File: src/rtl/pet_needs_if.sv
// pet_needs_if -- signal bundle between the needs engine and its consumer
// (top-level pet FSM / OLED packer).
//
// Signals:
//   run        FSM is past START; enables decay and life update
//   act_eat    1-cycle action pulse, food += EAT_AMOUNT
//   act_play   1-cycle action pulse, fun += PLAY_AMOUNT
//   act_sleep  1-cycle action pulse, rest = 100
//   act_heal   1-cycle action pulse, life += HEAL_AMOUNT while diseased
//   life/food/fun/rest  7-bit need values, 0..100
//   disease    life <= DISEASE_TH (registered from life)
//   death      pet dead (registered from life)
//   tick       1-cycle decay tick pulse
//
// Modports:
//   master  consumer side: drives run and actions, reads the needs
//   slave   needs engine side
interface pet_needs_if;
  logic       run;
  logic       act_eat;
  logic       act_play;
  logic       act_sleep;
  logic       act_heal;
  logic [6:0] life;
  logic [6:0] food;
  logic [6:0] fun;
  logic [6:0] rest;
  logic       disease;
  logic       death;
  logic       tick;

  modport master (
    output run, act_eat, act_play, act_sleep, act_heal,
    input  life, food, fun, rest, disease, death, tick
  );

  modport slave (
    input  run, act_eat, act_play, act_sleep, act_heal,
    output life, food, fun, rest, disease, death, tick
  );
endinterface

File: src/rtl/pet_needs.sv
// pet_needs -- needs engine for the virtual pet.
//
// Owns the life/food/fun/rest counters (0..100), decays the needs on a fixed
// tick time base, applies eat/play/sleep/heal actions and derives the
// disease and death flags from the registered life value.
//
// Ports:
//   clk        system clock (50 MHz)
//   btn_reset  synchronous active-low reset
//   if_needs   pet_needs_if.slave: run, act_* in; life, food, fun, rest,
//              disease, death, tick out (all outputs registered)
//
// Configuration macro:
//   PET_DEATH_LATCH_EN  defined: death is sticky until reset and freezes all
//                       state. Undefined: death simply mirrors life == 0
//                       (one cycle late) and the pet can recover.
module pet_needs #(
  parameter int TICK_CYCLES = 5000000,
  parameter int FOOD_PERIOD = 10,
  parameter int FUN_PERIOD  = 8,
  parameter int REST_PERIOD = 12,
  parameter int LIFE_PLUS   = 70,
  parameter int LIFE_MINUS  = 30,
  parameter int DISEASE_TH  = 20,
  parameter int EAT_AMOUNT  = 25,
  parameter int PLAY_AMOUNT = 20,
  parameter int HEAL_AMOUNT = 30
) (
  input  logic       clk,
  input  logic       btn_reset,
  pet_needs_if.slave if_needs
);

  localparam int TW  = $clog2(TICK_CYCLES);
  localparam int FPW = (FOOD_PERIOD > 1) ? $clog2(FOOD_PERIOD) : 1;
  localparam int UPW = (FUN_PERIOD  > 1) ? $clog2(FUN_PERIOD)  : 1;
  localparam int RPW = (REST_PERIOD > 1) ? $clog2(REST_PERIOD) : 1;

  localparam logic [TW-1:0]  C_TICK_LAST = TW'(TICK_CYCLES - 1);
  localparam logic [FPW-1:0] C_FOOD_LAST = FPW'(FOOD_PERIOD - 1);
  localparam logic [UPW-1:0] C_FUN_LAST  = UPW'(FUN_PERIOD - 1);
  localparam logic [RPW-1:0] C_REST_LAST = RPW'(REST_PERIOD - 1);

  localparam logic [6:0] C_LIFE_PLUS  = 7'(LIFE_PLUS);
  localparam logic [6:0] C_LIFE_MINUS = 7'(LIFE_MINUS);
  localparam logic [6:0] C_DIS_TH     = 7'(DISEASE_TH);
  localparam logic [6:0] C_FULL       = 7'd100;

  localparam logic signed [8:0] C_EAT  = 9'(EAT_AMOUNT);
  localparam logic signed [8:0] C_PLAY = 9'(PLAY_AMOUNT);
  localparam logic signed [8:0] C_HEAL = 9'(HEAL_AMOUNT);

  logic [TW-1:0]  r_tick_cnt;
  logic [FPW-1:0] r_food_cnt;
  logic [UPW-1:0] r_fun_cnt;
  logic [RPW-1:0] r_rest_cnt;
  logic           r_tick;
  logic [6:0]     r_life;
  logic [6:0]     r_food;
  logic [6:0]     r_fun;
  logic [6:0]     r_rest;
  logic           r_disease;
  logic           r_death;

  logic                w_frozen;
  logic                w_upd;
  logic                w_food_dec;
  logic                w_fun_dec;
  logic                w_rest_dec;
  logic                w_eat;
  logic                w_play;
  logic                w_sleep;
  logic                w_heal;
  logic [1:0]          w_n_plus;
  logic [1:0]          w_n_minus;
  logic signed [8:0]   w_delta;
  logic signed [8:0]   w_food_sum;
  logic signed [8:0]   w_fun_sum;
  logic signed [8:0]   w_rest_sum;
  logic signed [8:0]   w_life_sum;

  // Clamp a signed 9-bit intermediate into the 0..100 need range.
  function automatic logic [6:0] sat100(input logic signed [8:0] v);
    if (v < 9'sd0) begin
      return 7'd0;
    end else if (v > 9'sd100) begin
      return C_FULL;
    end else begin
      return v[6:0];
    end
  endfunction

  always_comb begin
`ifdef PET_DEATH_LATCH_EN
    w_frozen = r_death;
`else
    w_frozen = 1'b0;
`endif
    w_upd      = r_tick & if_needs.run & ~w_frozen;
    w_food_dec = w_upd & (r_food_cnt == C_FOOD_LAST);
    w_fun_dec  = w_upd & (r_fun_cnt  == C_FUN_LAST);
    w_rest_dec = w_upd & (r_rest_cnt == C_REST_LAST);

    w_eat   = if_needs.act_eat   & ~w_frozen;
    w_play  = if_needs.act_play  & ~w_frozen;
    w_sleep = if_needs.act_sleep & ~w_frozen;
    // Heal only counts while the registered disease flag is already set.
    w_heal  = if_needs.act_heal  & r_disease & ~w_frozen;

    // Life delta is judged on the needs held before this edge, so decay and
    // actions landing on the same edge do not feed back into it.
    w_n_plus  = 2'(r_food >= C_LIFE_PLUS) + 2'(r_fun >= C_LIFE_PLUS)
              + 2'(r_rest >= C_LIFE_PLUS);
    w_n_minus = 2'(r_food <= C_LIFE_MINUS) + 2'(r_fun <= C_LIFE_MINUS)
              + 2'(r_rest <= C_LIFE_MINUS);
    w_delta   = w_upd ? ($signed({7'd0, w_n_plus}) - $signed({7'd0, w_n_minus}))
                      : 9'sd0;

    w_food_sum = $signed({2'b00, r_food}) - (w_food_dec ? 9'sd1 : 9'sd0)
               + (w_eat ? C_EAT : 9'sd0);
    w_fun_sum  = $signed({2'b00, r_fun}) - (w_fun_dec ? 9'sd1 : 9'sd0)
               + (w_play ? C_PLAY : 9'sd0);
    w_rest_sum = $signed({2'b00, r_rest}) - (w_rest_dec ? 9'sd1 : 9'sd0);
    w_life_sum = $signed({2'b00, r_life}) + w_delta
               + (w_heal ? C_HEAL : 9'sd0);
  end

  always_ff @(posedge clk) begin
    if (!btn_reset) begin
      r_tick_cnt <= '0;
      r_food_cnt <= '0;
      r_fun_cnt  <= '0;
      r_rest_cnt <= '0;
      r_tick     <= 1'b0;
      r_life     <= C_FULL;
      r_food     <= C_FULL;
      r_fun      <= C_FULL;
      r_rest     <= C_FULL;
      r_disease  <= 1'b0;
      r_death    <= 1'b0;
    end else begin
      // Time base is free-running; run only gates what a tick does.
      if (r_tick_cnt == C_TICK_LAST) begin
        r_tick_cnt <= '0;
        r_tick     <= 1'b1;
      end else begin
        r_tick_cnt <= r_tick_cnt + TW'(1);
        r_tick     <= 1'b0;
      end

      if (w_upd) begin
        r_food_cnt <= w_food_dec ? '0 : r_food_cnt + FPW'(1);
        r_fun_cnt  <= w_fun_dec  ? '0 : r_fun_cnt  + UPW'(1);
        r_rest_cnt <= w_rest_dec ? '0 : r_rest_cnt + RPW'(1);
      end

      r_food <= sat100(w_food_sum);
      r_fun  <= sat100(w_fun_sum);
      r_rest <= w_sleep ? C_FULL : sat100(w_rest_sum);
      r_life <= sat100(w_life_sum);

      r_disease <= (r_life <= C_DIS_TH);
`ifdef PET_DEATH_LATCH_EN
      r_death   <= r_death | (r_life == 7'd0);
`else
      r_death   <= (r_life == 7'd0);
`endif
    end
  end

  assign if_needs.life    = r_life;
  assign if_needs.food    = r_food;
  assign if_needs.fun     = r_fun;
  assign if_needs.rest    = r_rest;
  assign if_needs.disease = r_disease;
  assign if_needs.death   = r_death;
  assign if_needs.tick    = r_tick;

endmodule

File: src/flat_wrapper.sv
// flat-port wrapper written by rule: the top's interface ports become plain ports
module pet_needs_flat 
#(
  parameter int TICK_CYCLES = 5000000,
  parameter int FOOD_PERIOD = 10,
  parameter int FUN_PERIOD  = 8,
  parameter int REST_PERIOD = 12,
  parameter int LIFE_PLUS   = 70,
  parameter int LIFE_MINUS  = 30,
  parameter int DISEASE_TH  = 20,
  parameter int EAT_AMOUNT  = 25,
  parameter int PLAY_AMOUNT = 20,
  parameter int HEAL_AMOUNT = 30
)
  (clk, btn_reset, if_needs_run, if_needs_act_eat, if_needs_act_play, if_needs_act_sleep, if_needs_act_heal, if_needs_life, if_needs_food, if_needs_fun, if_needs_rest, if_needs_disease, if_needs_death, if_needs_tick);
  pet_needs_if if_needs_i ();
  input  logic clk;
  input  logic btn_reset;
  input wire logic [$bits(if_needs_i.run)-1:0] if_needs_run;
  input wire logic [$bits(if_needs_i.act_eat)-1:0] if_needs_act_eat;
  input wire logic [$bits(if_needs_i.act_play)-1:0] if_needs_act_play;
  input wire logic [$bits(if_needs_i.act_sleep)-1:0] if_needs_act_sleep;
  input wire logic [$bits(if_needs_i.act_heal)-1:0] if_needs_act_heal;
  output wire logic [$bits(if_needs_i.life)-1:0] if_needs_life;
  output wire logic [$bits(if_needs_i.food)-1:0] if_needs_food;
  output wire logic [$bits(if_needs_i.fun)-1:0] if_needs_fun;
  output wire logic [$bits(if_needs_i.rest)-1:0] if_needs_rest;
  output wire logic [$bits(if_needs_i.disease)-1:0] if_needs_disease;
  output wire logic [$bits(if_needs_i.death)-1:0] if_needs_death;
  output wire logic [$bits(if_needs_i.tick)-1:0] if_needs_tick;
  assign if_needs_i.run = if_needs_run;
  assign if_needs_i.act_eat = if_needs_act_eat;
  assign if_needs_i.act_play = if_needs_act_play;
  assign if_needs_i.act_sleep = if_needs_act_sleep;
  assign if_needs_i.act_heal = if_needs_act_heal;
  assign if_needs_life = if_needs_i.life;
  assign if_needs_food = if_needs_i.food;
  assign if_needs_fun = if_needs_i.fun;
  assign if_needs_rest = if_needs_i.rest;
  assign if_needs_disease = if_needs_i.disease;
  assign if_needs_death = if_needs_i.death;
  assign if_needs_tick = if_needs_i.tick;
  pet_needs #(.TICK_CYCLES(TICK_CYCLES), .FOOD_PERIOD(FOOD_PERIOD), .FUN_PERIOD(FUN_PERIOD), .REST_PERIOD(REST_PERIOD), .LIFE_PLUS(LIFE_PLUS), .LIFE_MINUS(LIFE_MINUS), .DISEASE_TH(DISEASE_TH), .EAT_AMOUNT(EAT_AMOUNT), .PLAY_AMOUNT(PLAY_AMOUNT), .HEAL_AMOUNT(HEAL_AMOUNT)) u_core (.clk(clk), .btn_reset(btn_reset), .if_needs(if_needs_i));
endmodule
File: config.mk
export PLATFORM = sky130hd
export DESIGN_NAME = pet_needs_flat
export DESIGN_NICKNAME = d
export VERILOG_FILES = /design/src/rtl/pet_needs_if.sv /design/src/rtl/pet_needs.sv /design/src/flat_wrapper.sv
export SDC_FILE = /design/constraint.sdc
export NUM_CORES = 1
export LEC_CHECK = 0
export ABC_AREA = 1
export CORE_MARGIN = 4
export CORE_UTILIZATION = 59
export DETAILED_ROUTE_END_ITERATION = 16
export PLACE_DENSITY = 0.81
export SYNTH_ARGS = -nofsm -noshare
export SYNTH_HDL_FRONTEND = slang
export SYNTH_SLANG_ARGS = --single-unit
export TNS_END_PERCENT = 1
File: constraint.sdc
create_clock -name clk -period 5.8 [get_ports clk]
set_input_delay 1.16 -clock clk [delete_from_list [all_inputs] [get_ports clk]]
set_output_delay 1.16 -clock clk [all_outputs]
set_load 0.05 [all_outputs]
==> flow_summary.json, run 1 <==
{
  "io_pins": 38,
  "cp_slowest_cell": "fa_1",
  "clkSlewWorstSetupHoldPaths_ns": 0.08,
  "synthCells": 671,
  "status": "finished clean",
  "period_needed_ns": 5.35,
  "antenna_found_initial": 0,
  "crit_end": "u_core.if_needs.life[4]",
  "clock_skew_ns": 0.0109,
  "vias": 4212,
  "diodes": 0,
  "tightest_slew_ns": 0.549,
  "numCtsBuffers": 9,
  "synth.distinct_cells": 33,
  "core_area_sq_um": 7370,
  "drc": 0,
  "ctsHtreeMaxLevel": 3,
  "ff2ff_setup_slack_ns": 0.45,
  "cts_root_buf": "clkbuf_8",
  "overflow": 0,
  "worstHoldPathType": "flop to flop",
  "cp.arrival_ns": 5.64,
  "drive_above_1_share_pct": 5.71,
  "final_hold_viol_count": 0,
  "fin_nets": 777,
  "crit_family": "adder cells",
  "initial_core_util_pct": 61.5,
  "clockBufferDepth": 2,
  "drt-total-wl_um": 9780,
  "die_x_um": 95.6,
  "irDropWorstVdd_v": 0.000178,
  "initialDrtViolationCount": 226,
  "fin_setup_tns_ns": 0,
  "fmax_mhz": 187,
  "p_total_mw": 1.64,
  "ys_ff_latch": 65,
  "cp-end-kind": "flop",
  "cts_tree": "yes",
  "timing.rr.end": "u_core.if_needs.life[4]",
  "portBuffers": 37,
  "cpPeakStageDelay_ns": 0.51,
  "via_per_inst": 5.16,
  "finalInstanceArea_sq_um": 5210,
  "ff2ff_path_depth": 23,
  "rows": 31,
  "grt_pass1_vias": 4037,
  "grt_pass1_wl_um": 17100,
  "cts_hold_buf": 0,
  "syn_area_per_cell_sq_um": 6.75,
  "synthTopCellsByArea": "dfxtp_1, nand2_1, ha_1",
  "placed_cell_area_sq_um": 4990,
  "synth_top_area_share_pct": 28.7,
  "drv_cap": 0,
  "grt_util_all_layers_pct": 23.4,
  "dieArea_sq_um": 9150,
  "crit_required_ns": 6.08,
  "worstSkewPairLatency_ns": 0.35,
  "slew_violations": 0,
  "critical_path_class": "flop to flop",
  "cts_num_sinks": 65,
  "startpoint": "u_core.if_needs.food[6]",
  "synthToLayoutAreaGrowth_pct": 15.0,
  "globalplace.congestion": 0.885,
  "setup_viol": 0,
  "rr_startpoint": "u_core.if_needs.food[6]",
  "syn_area_sq_um": 4530,
  "synthesis.nets": 735,
  "grt_start_max_net_pins": 23,
  "timing.slew.headroom_pct": 63.3,
  "p_leak_nw": 2.57,
  "drt-pass1-iter-count": 5,
  "critPathLaunchType": "flop",
  "path_depth": 23,
  "critPathMostFrequentCell": "fa_1",
  "wire_per_inst_um": 12.0,
  "ys_seq_area_share_pct": 28.7,
  "yosys_warnings": 0,
  "dpl.hpwl_um": 7700,
  "path_cells": "inv_1 -> ha_1 -> nand4_1 -> mux2_2 -> ha_1 -> fa_1 -> fa_1 -> fa_1 -> or2_2 -> fa_1 -> inv_1 -> ha_2 -> inv_1 -> fa_1 -> inv_1 -> nand3_1 -> nand2_1 -> nand3_1 -> nand2_1 -> nand2_1 -> nand2_1 -> nand3_1 -> nor2_1",
  "min_period_over_period_pct": 92.3,
  "final_antenna_net_count": 0,
  "pwr_density_cell_nw_per_um2": 315,
  "fp.dieH_um": 95.6,
  "yosys.area.top_type": "dfxtp_1",
  "rsz0062_at_grt": "no",
  "crit_buf_inv": 4,
  "cp_max_fo": 6
}
cells in the mapped netlist:
cell and number:
nor4_1 3, a31oi_1 2, nand3_1 42, o21a_1 1
ha_1 47, a211oi_1 2, inv_2 3, buf_2 2
o21ai_1 2, inv_1 131, clkbuf_1 3, a31o_2 1
nor2_1 73, nor3_1 9, mux2_2 1, nand2_1 167
nand3b_1 3, nor3_2 3, buf_6 2, nand4_2 1
or2_2 6, o21ai_0 13, or2_0 3, xnor2_1 1
a21oi_1 40, dfxtp_1 65, nand2_2 3, nand4_1 17
nor2_4 3, or3_1 1, nor3b_1 1, xor2_1 10
fa_1 10
sequential cells by signal (all words and copies together) (netlist names), 3 cells and up:
name	cells
u_core.r_tick_cnt	23
u_core.if_needs.food	7
u_core.if_needs.fun	7
u_core.if_needs.life	7
u_core.if_needs.rest	7
u_core.r_food_cnt	4
u_core.r_rest_cnt	4
u_core.r_fun_cnt	3
cell type report:
cell class,instances,area [sq um]
Inverter,134,503
Sequential cell,65,1300
Tap cell,99,124
Multi-Input combinational cell,465,2690
Clock buffer,11,151
Fill cell,602,2160
Clock inverter,5,62.6
Timing Repair Buffer,38,378
worst min path at each step:
stage / from / to / depth (start not counted)
global route: u_core.r_tick_cnt[17] / u_core.r_tick_cnt[17] / 2
detailed placement: u_core.r_fun_cnt[0] / u_core.r_fun_cnt[0] / 1
global placement: u_core.r_fun_cnt[0] / u_core.r_fun_cnt[0] / 1
CTS: u_core.r_fun_cnt[0] / u_core.r_fun_cnt[0] / 1
floorplan: u_core.r_tick_cnt[0] / u_core.r_tick_cnt[0] / 1
finish: u_core.r_fun_cnt[0] / u_core.r_fun_cnt[0] / 1
report_power, final:
part / total (mW) / internal, mW / leakage [nW] / switching, mW
combinational: 0.718 / 0.253 / 1.94 / 0.464
clock: 0.416 / 0.224 / 0.102 / 0.192
sequential: 0.509 / 0.477 / 0.526 / 0.0317
total: 1.64 / 0.955 / 2.57 / 0.688
metrics by stage:
step	hold slack (ns)	instances	util (%)	setup WS, ns
2_1_floorplan	0.441	671	-	0.375
3_3_place_gp	0.455	801	67.7	0.588
3_5_place_dp	0.469	801	67.7	0.393
4_1_cts	0.482	817	70.6	0.365
5_1_grt	0.500	817	70.7	0.0265
6_report	0.482	817	70.7	0.447
worst register-to-register path, stage by stage (launching register included):
cell     delay, ns
dfxtp_1       0.42
inv_1         0.12
ha_1          0.23
nand4_1       0.11
mux2_2        0.34
ha_1          0.30
fa_1          0.51
fa_1          0.45
fa_1          0.43
or2_2         0.31
fa_1          0.42
inv_1         0.07
ha_2          0.20
inv_1         0.07
fa_1          0.46
inv_1         0.08
nand3_1       0.08
nand2_1       0.10
nand3_1       0.08
nand2_1       0.07
nand2_1       0.04
nand2_1       0.09
nand3_1       0.15
nor2_1        0.14
routing by layer:
metal  global-route usage [%]  share of wire [%]  routed length [um]  vias up
met1                     29.5                 46                4510     1907
met2                     39.6                 47                4610      100
met3                     3.24                4.2                 413       19
met5                        0                  0                   0        -
li1                         -                  -                   -     2186
met4                     10.5                2.5                 249        0
cell families (layout without fill, tap and decap cells):
logic type,count (synthesis),in the layout,share of synthesized area [%]
AOI/OAI and AO/OA,61,61,7.04
xor gates and xnor gates,11,11,2.13
adders and majority gates,57,57,17.4
buffers and inverters,141,188,12.1
DFF,65,65,28.7
muxes,1,1,0.248
and+or+nand+nor,335,335,32.4
cell usage in the layout, fill, tap and decap left out, types with 11 or more instances in the layout:
master and instances:
nand2_1 167, inv_1 130, nor2_1 73, dfxtp_1 65, ha_1 46, nand3_1 42
a21oi_1 40, clkdlybuf4s50_1 37, nand4_1 17, o21ai_0 13, clkbuf_8 11
repair_timing:
action                                  in CTS  in global routing
resized for setup                            0                  3
endpoints found under the setup margin       0                  7
setup buffers                                0                  0
No activity file was read; power rests on OpenSTA's default activity.
==> inputs of run 2 (changes only) <==
--- a/config.mk
+++ b/config.mk
@@ -7,9 +7,8 @@
 export LEC_CHECK = 0
 export ABC_AREA = 1
 export CORE_MARGIN = 4
-export CORE_UTILIZATION = 59
+export CORE_UTILIZATION = 40
 export DETAILED_ROUTE_END_ITERATION = 16
-export PLACE_DENSITY = 0.81
 export SYNTH_ARGS = -nofsm -noshare
 export SYNTH_HDL_FRONTEND = slang
 export SYNTH_SLANG_ARGS = --single-unit
==> constraint.sdc (replaced) <==
create_clock -name clk -period 5.6 [get_ports clk]
set_input_delay 1.12 -clock clk [delete_from_list [all_inputs] [get_ports clk]]
set_output_delay 1.12 -clock clk [all_outputs]
set_load 0.05 [all_outputs]
==> run 2 against run 1 <==
Sequential power grew 4.5%. Global-route usage shrank 7.2 points. Core utilization shrank 22 points.
==> flow_summary.json, run 2 (synthesis results as in run 1) <==
{
  "fp.dieH_um": 114,
  "grt_pass1_vias": 4008,
  "clkSlewWorstSetupHoldPaths_ns": 0.06,
  "vias": 4090,
  "fin_setup_tns_ns": 0,
  "min_from": "u_core.r_rest_cnt[2]",
  "critPathMostFrequentCell": "nand2_1",
  "use_met3_pct": 2.91,
  "path_cells": "inv_1 -> ha_1 -> nand4_1 -> mux2_2 -> ha_1 -> fa_1 -> fa_1 -> fa_1 -> or2_2 -> fa_1 -> inv_1 -> ha_2 -> inv_1 -> fa_2 -> inv_1 -> nand3_1 -> nand2_1 -> nand3_1 -> nand2_1 -> nand2_1 -> nand2_1 -> nand2_1 -> nand2_1 -> nand3_1",
  "grt_util_all_layers_pct": 16.2,
  "grt_use_met1_pct": 20.6,
  "holdPathEnd": "u_core.r_rest_cnt[2]",
  "grt_start_max_net_pins": 23,
  "pwr_density_cell_nw_per_um2": 352,
  "ff2ff_path_depth": 24,
  "core_area_sq_um": 11000,
  "cts_tree": "yes",
  "ctsHtreeMaxLevel": 3,
  "postCtsSetupBuffers": 0,
  "worstSkewPairLatency_ns": 0.34,
  "rr_startpoint": "u_core.if_needs.food[6]",
  "initial_core_util_pct": 41.3,
  "min_path_cells": 2,
  "grt_pass1_wl_um": 17500,
  "fin_nets": 776,
  "clockBufferDepth": 2,
  "synthToLayoutAreaGrowth_pct": 18.9,
  "critical_path_class": "flop to flop",
  "cp.arrival_ns": 5.32,
  "crit_required_ns": 5.78,
  "antenna_found_initial": 0,
  "dieArea_sq_um": 13100,
  "fmax_mhz": 194,
  "via_per_inst": 4.77,
  "cts_hold_buf": 0,
  "critPathLaunchType": "flop",
  "final_antenna_net_count": 0,
  "io_pins": 38,
  "overflow": 0,
  "slew_violations": 0,
  "die_x_um": 114,
  "ff2ff_setup_slack_ns": 0.46,
  "worstHoldPathType": "flop to flop",
  "drv_cap": 0,
  "rsz0062_at_grt": "no",
  "fin_util_pct": 49.1,
  "cts_resized": 0,
  "period_needed_ns": 5.14,
  "tightest_slew_ns": 0.644,
  "final_hold_viol_count": 0,
  "cp_slowest_cell": "fa_1",
  "globalplace.congestion": 0.842,
  "wire_per_inst_um": 11.8,
  "top_register": "u_core.r_tick_cnt",
  "cpPeakStageDelay_ns": 0.49,
  "min_period_over_period_pct": 91.9,
  "p_total_mw": 1.90,
  "setup_viol": 0,
  "cts_root_buf": "clkbuf_16",
  "p_leak_nw": 2.62,
  "drt-pass1-iter-count": 4,
  "use_met2_pct": 27.8,
  "clock_skew_ns": 0.0113,
  "dpl.hpwl_um": 7960,
  "numCtsBuffers": 9,
  "initialDrtViolationCount": 215,
  "cp-end-kind": "flop",
  "grt-busiest-layer": "met2",
  "drc": 0,
  "cp_max_fo": 6,
  "diodes": 0,
  "status": "finished clean",
  "timing.slew.headroom_pct": 56.9,
  "timing.rr.end": "u_core.if_needs.life[5]",
  "rows": 38,
  "irDropWorstVdd_v": 0.000371,
  "largest_reg_flops": 23,
  "cts_num_sinks": 65,
  "drt-total-wl_um": 10100,
  "final_common_cell": "nand2_1",
  "layout_common_cells": "nand2_1, inv_1, nor2_1, dfxtp_1, ha_1",
  "drive_above_1_share_pct": 6.69,
  "portBuffers": 37
}
run 2: cell count changes in the layout (fill, tap and decap cells not counted), moves of 2 or more:
cell	delta
clkbuf_16	+9
clkbuf_8	-11
dfxtp_1	-3
dfxtp_2	+3
inv_1	-2
inv_2	+2
run 2: area by class of cell:
| cell class | instances | area [sq um] |
|---|---|---|
| fill | 1100 | 5590 |
| multi-input combinational | 465 | 2710 |
| sequential | 65 | 1310 |
| inverter | 134 | 503 |
| timing repair buffer | 37 | 370 |
| clock buffer | 9 | 225 |
| tap | 140 | 175 |
| clock inverter | 7 | 101 |
run 2: worst max path at each step:
stage,startpoint,end,slack (ns),cells after the start
floorplan,u_core.if_needs.food[5],u_core.if_needs.life[2],0.17,24
global placement,u_core.if_needs.fun[6],u_core.if_needs.life[2],0.28,26
detailed placement,u_core.if_needs.fun[5],u_core.if_needs.life[5],0.15,26
CTS,u_core.if_needs.fun[5],u_core.if_needs.life[5],0.12,26
global route,u_core.if_needs.fun[6],u_core.if_needs.life[5],0.01,26
finish,u_core.if_needs.food[6],u_core.if_needs.life[5],0.46,24
run 2: worst max-delay path: cells and delay by family (launching register included):
family        cells  cell delay, ns
fa+ha+maj         8            2.89
buf+inv           4            0.30
flops             1            0.37
mux               1            0.34
simple gates     11            1.10
run 2: layer usage:
layer | share of wire, % | up-vias
met5 | 0 | -
met4 | 1.1 | 0
met3 | 3.0 | 11
met2 | 49 | 41
met1 | 47 | 1854
li1 | - | 2184
run 2: through the flow:
step	hold slack, ns	cells	instance area [sq um]	setup WS (ns)
detailed placement	0.471	841	5030	0.148
finish	0.479	857	5390	0.456
CTS	0.481	857	5360	0.124
global placement	0.458	841	5030	0.276
global route	0.500	857	5390	0.0149
floorplan	0.441	671	4530	0.175
run 2: where the power goes:
| part | switching, mW | internal, mW |
|---|---|---|
| Combinational | 0.489 | 0.263 |
| Sequential | 0.0348 | 0.497 |
| Clock | 0.220 | 0.393 |
